File: src/rtl/store_buffer.sv
// store_buffer: circular FIFO of pending CPU stores that drains to data
// memory one entry per cycle whenever the memory port is free.
// Optional store-to-load forwarding is compiled in when the macro
// STORE_BUF_FWD_EN is defined; without it ld_hit/ld_data are tied to 0.
module store_buffer #(
  parameter int DEPTH = 4,
  parameter int DW    = 32
) (
  input  logic                     CLK,
  input  logic                     RST,
  input  logic                     st_valid,
  input  logic [DW-1:0]            st_addr,
  input  logic [DW-1:0]            st_data,
  output logic                     st_ready,
  input  logic [DW-1:0]            ld_addr,
  output logic                     ld_hit,
  output logic [DW-1:0]            ld_data,
  input  logic                     mem_busy,
  output logic                     WE,
  output logic [DW-1:0]            A_DM,
  output logic [DW-1:0]            WD,
  output logic [$clog2(DEPTH):0]   count,
  output logic                     ovf_err
);

  localparam int AW   = $clog2(DEPTH);
  localparam int CW   = AW + 1;
  localparam logic [CW-1:0] FULL_CNT = CW'(DEPTH);

  logic [DW-1:0] addrMem_q [DEPTH];
  logic [DW-1:0] dataMem_q [DEPTH];
  logic [AW-1:0] head_q, head_d;
  logic [AW-1:0] tail_q, tail_d;
  logic [CW-1:0] count_q, count_d;
  logic          ovf_q, ovf_d;

  logic          full;
  logic          notEmpty;
  logic          doPush;
  logic          doDrain;

  // Handshake decode: full blocks pushes even if a drain happens this cycle.
  always_comb begin
    full     = (count_q == FULL_CNT);
    notEmpty = (count_q != '0);
    doPush   = st_valid && !full;
    doDrain  = notEmpty && !mem_busy;
  end

  // Pointer, occupancy and overflow next-state.
  always_comb begin
    head_d  = head_q;
    tail_d  = tail_q;
    count_d = count_q;
    ovf_d   = ovf_q;
    if (doPush)  tail_d = tail_q + 1'b1;
    if (doDrain) head_d = head_q + 1'b1;
    if (doPush && !doDrain)      count_d = count_q + 1'b1;
    else if (!doPush && doDrain) count_d = count_q - 1'b1;
    if (st_valid && full) ovf_d = 1'b1;
  end

  // Control registers, cleared immediately by reset.
  always_ff @(posedge CLK or posedge RST) begin
    if (RST) begin
      head_q  <= '0;
      tail_q  <= '0;
      count_q <= '0;
      ovf_q   <= 1'b0;
    end else begin
      head_q  <= head_d;
      tail_q  <= tail_d;
      count_q <= count_d;
      ovf_q   <= ovf_d;
    end
  end

  // Entry storage: written at the tail on a push, wiped on reset.
  always_ff @(posedge CLK or posedge RST) begin
    if (RST) begin
      for (int i = 0; i < DEPTH; i++) begin
        addrMem_q[i] <= '0;
        dataMem_q[i] <= '0;
      end
    end else if (doPush) begin
      addrMem_q[tail_q] <= st_addr;
      dataMem_q[tail_q] <= st_data;
    end
  end

  // Memory-side outputs show the head entry, zero when empty.
  always_comb begin
    st_ready = !full;
    count    = count_q;
    ovf_err  = ovf_q;
    WE       = doDrain;
    A_DM     = notEmpty ? addrMem_q[head_q] : '0;
    WD       = notEmpty ? dataMem_q[head_q] : '0;
  end

`ifdef STORE_BUF_FWD_EN
  logic [AW-1:0] fwdIdx;

  // Forwarding search from oldest to youngest so the youngest match wins.
  always_comb begin
    ld_hit  = 1'b0;
    ld_data = '0;
    fwdIdx  = '0;
    for (int i = 0; i < DEPTH; i++) begin
      fwdIdx = head_q + AW'(i);
      if ((CW'(i) < count_q) && (addrMem_q[fwdIdx] == ld_addr)) begin
        ld_hit  = 1'b1;
        ld_data = dataMem_q[fwdIdx];
      end
    end
  end
`else
  logic unusedLdAddr;

  // Forwarding disabled: load lookups never hit.
  always_comb begin
    ld_hit       = 1'b0;
    ld_data      = '0;
    unusedLdAddr = ^ld_addr;
  end
`endif

endmodule
File: config.mk
export PLATFORM = sky130hd
export DESIGN_NAME = store_buffer
export DESIGN_NICKNAME = d
export VERILOG_FILES = /design/src/rtl/store_buffer.sv
export SDC_FILE = /design/constraint.sdc
export NUM_CORES = 1
export LEC_CHECK = 0
export CAP_MARGIN = 20
export CORE_MARGIN = 3
export CORE_UTILIZATION = 53
export DETAILED_ROUTE_END_ITERATION = 12
export PLACE_DENSITY = 0.79
export SYNTH_ARGS = -nofsm -noshare
export SYNTH_HDL_FRONTEND = slang
export SYNTH_SLANG_ARGS = --single-unit
File: constraint.sdc
create_clock -name CLK -period 10.85 [get_ports CLK]
set_input_delay 1.6275 -clock CLK [delete_from_list [all_inputs] [get_ports CLK]]
set_output_delay 1.6275 -clock CLK [all_outputs]
set_load 0.05 [all_outputs]
==> flow_summary.yaml <==
synthesis:
  synth_top_cell_area_share: 0.492
  async_reset_ff_frac: 1.00
  netlist_area_mm2: 0.0134
  synth.most_common_cell: "dfrtp_1"
  synth_area_per_cell_um2: 17.6
  synth_compound_area_frac: 0.000932
  synth_simple_gate_area_frac: 0.0363
  synth_flop_cell: "dfrtp_1"
  synth_top_family_by_area: "multiplexers"
  synth.area.top_cells: "dfrtp_1 (49%), mux2_4 (27%), mux4_2 (11%)"
  ys_warn_count: 0
  synth.distinct_cells: 25
  muxShareOfSynthArea: 0.390
  synthXorXnorAreaFrac: 0.00392
  synth_adder_area_share: 0.00615
  netlist_instances: 764
  synth_edf_count: 0
  synth_top_area_cell: "dfrtp_1"
  synth_seq_cells: 264
  synthTopCellsByCount: "dfrtp_1 (264), mux2_4 (240), mux4_2 (64), nor2b_1 (64), buf_4 (34)"
  ys_seq_area_frac: 0.492
placement:
  gp_congestion: 0.704
  dp_hpwl_mm: 14.7
  io_buffers: 137
detailed_routing:
  drt_first_iter_violations: 389
  dr.pass1.iters: 4
  drc: 0
  vias: 6739
  post_drt_wl_per_cell_um: 21.2
  avgViaCountPerCell: 5.45
  drt-total-wl_mm: 26.2
  ant_nets: 0
clock_network:
  cts_made_buffers: 28
  cts_tree: "yes"
  cts_setup_buffers: 0
  clock_sinks: 264
  insertion_delay_ns: 0.53
  cts_root_buf: "clkbuf_16"
  cts-resized-gates: 0
  h-tree-depth: 1
  clk_path_buf_depth: 3
  clk_pin_slew_ns: 0.06
  ctsHoldBuffers: 0
worst_setup_path:
  cp.arrival_ns: 3.58
  criticalPathCategory: "reg2out"
  cp.required_ns: 9.22
  slowest_stage: "dfrtp_4"
  rr_startpoint: "count[0]$_DFFE_PP0P_"
  ff2ff_path_depth: 10
  cpPeakStageDelay_ns: 0.80
  crit_path_cell_trace: "buf_4 > mux4_2 > nor2b_1 > clkdlybuf4s50_1"
  critPathLaunchType: "flop"
  rrSetupSlack_ns: 8.09
  crit_fanout: 35
  r2r-end: "count[2]$_DFFE_PP0P_"
  end_kind: "output pin"
floorplan:
  die_h_um: 165
  start_util: 0.545
  rows: 57
  design.core.area_mm2: 0.0246
  die_area_mm2: 0.0273
  die_x_um: 165
  io_pins: 203
global_routing:
  grt_first_pass_wirelength_mm: 42.4
  first_global_vias: 7458
  antenna_found_initial: 2
  gr-usage-all-layers: 0.197
  grt_overflow: 0
  grt_start_max_net_pins: 117
sta:
  finalCritPeriodShare: 0.480
  rsz0062_at_grt: "false"
  fin_worst_skew_ns: 0.00474
  worst_pin_slew_ns: 0.993
  clock.fmax_mhz: 192
  finalSetupViolCount: 0
  hold_viol_final: 0
  max_slew_margin: 0.338
  setup_tns_ns: 0
  final_max_slew_viol_count: 0
  finalCriticalPeriod_ns: 5.21
min_path:
  hold_depth: 1
  holdCritStartpoint: "ovf_err$_DFFE_PP0P_"
  hold_end: "ovf_err$_DFFE_PP0P_"
  hp-class: "reg2reg"
flow_run:
  max_cap_viol_count: 0
run_status:
  status: "completed"
layout:
  drive_gt1_frac: 0.426
  syn2layout_area_growth_pct: 15.5
  layout.nets: 995
## layer usage
layer  part of all wire  vias up  global-route usage
met4              0.022        2              0.0511
met1               0.46     3602               0.296
met5            0.00027        -                   0
met3              0.050       44              0.0334
li1                   -     2926                   -
met2               0.46      165               0.301
## flip-flops by register name, indices dropped and copies added, names as in the netlist
name and cells:
dataMem_q 128, count 3, ovf_err 1, tail_q 2, addrMem_q 128, head_q 2
## logic make-up after synthesis
family / after synthesis
AND/OR/NAND/NOR: 75
buffers and inverters: 89
multiplexers: 321
other: 1
adder cells (fa/ha/maj): 6
XOR/XNOR: 6
flip-flops: 264
AO/OA/AOI/OAI: 2
## placed cells by master (no fill, tap or decap), types with 2 or more instances in the layout
master	n
dfrtp_1	262
mux2_4	240
clkdlybuf4s50_1	137
mux4_2	64
nor2b_1	64
conb_1	33
clkbuf_16	29
mux2_2	17
buf_4	9
clkinv_2	8
inv_1	5
ha_1	5
bufinv_16	5
xor2_1	4
and3_4	4
clkbuf_8	4
clkbuf_1	3
xnor2_1	2
nor2_1	2
dfrtp_4	2
## worst max-delay path, delay by kind of cell (launching register included)
family | cells | cell delay [ns]
buf+inv | 2 | 1.46
flops | 1 | 0.80
mux | 1 | 0.59
simple gates | 1 | 0.16
## cell type report
| class | instances | area [um2] |
|---|---|---|
| Clock buffer | 36 | 792 |
| Tap cell | 324 | 405 |
| Inverter | 6 | 30.0 |
| Clock inverter | 16 | 215 |
| Multi-Input combinational cell | 443 | 6000 |
| Antenna cell | 1 | 2.50 |
| Fill cell | 1762 | 9110 |
| Sequential cell | 264 | 6610 |
| Timing Repair Buffer | 146 | 1440 |
## through the flow
stage / hold slack, ns / worst slack, ns / util / std cells / area, um2
3_3_place_gp: 0.464 / 6.09 / 0.589 / 1183 / 14500
2_1_floorplan: 0.475 / 1.95 / - / 796 / 13500
5_1_grt: 0.519 / 5.44 / 0.630 / 1236 / 15500
3_5_place_dp: 0.465 / 6.10 / 0.589 / 1183 / 14500
4_1_cts: 0.487 / 5.55 / 0.630 / 1235 / 15500
6_report: 0.482 / 5.64 / 0.630 / 1236 / 15500
## how the worst max path moves through the flow
| stage | start | to | slack [ns] | depth (start not counted) |
|---|---|---|---|---|
| after floorplan | RST | addrMem_q[0]$_DFFE_PP0P_ | 1.95 | 1 |
| after global placement | mem_busy | WE | 6.09 | 3 |
| after detailed placement | mem_busy | WE | 6.10 | 3 |
| after CTS | head_q[0]$_DFFE_PP0P_ | A_DM[3] | 5.55 | 4 |
| after global routing | head_q[0]$_DFFE_PP0P_ | A_DM[3] | 5.44 | 4 |
| final | head_q[0]$_DFFE_PP0P_ | A_DM[22] | 5.64 | 4 |
Power is left out: the tool's default activity adds up to more than one toggle a clock period on the data nets, which glitch-free logic cannot reach.
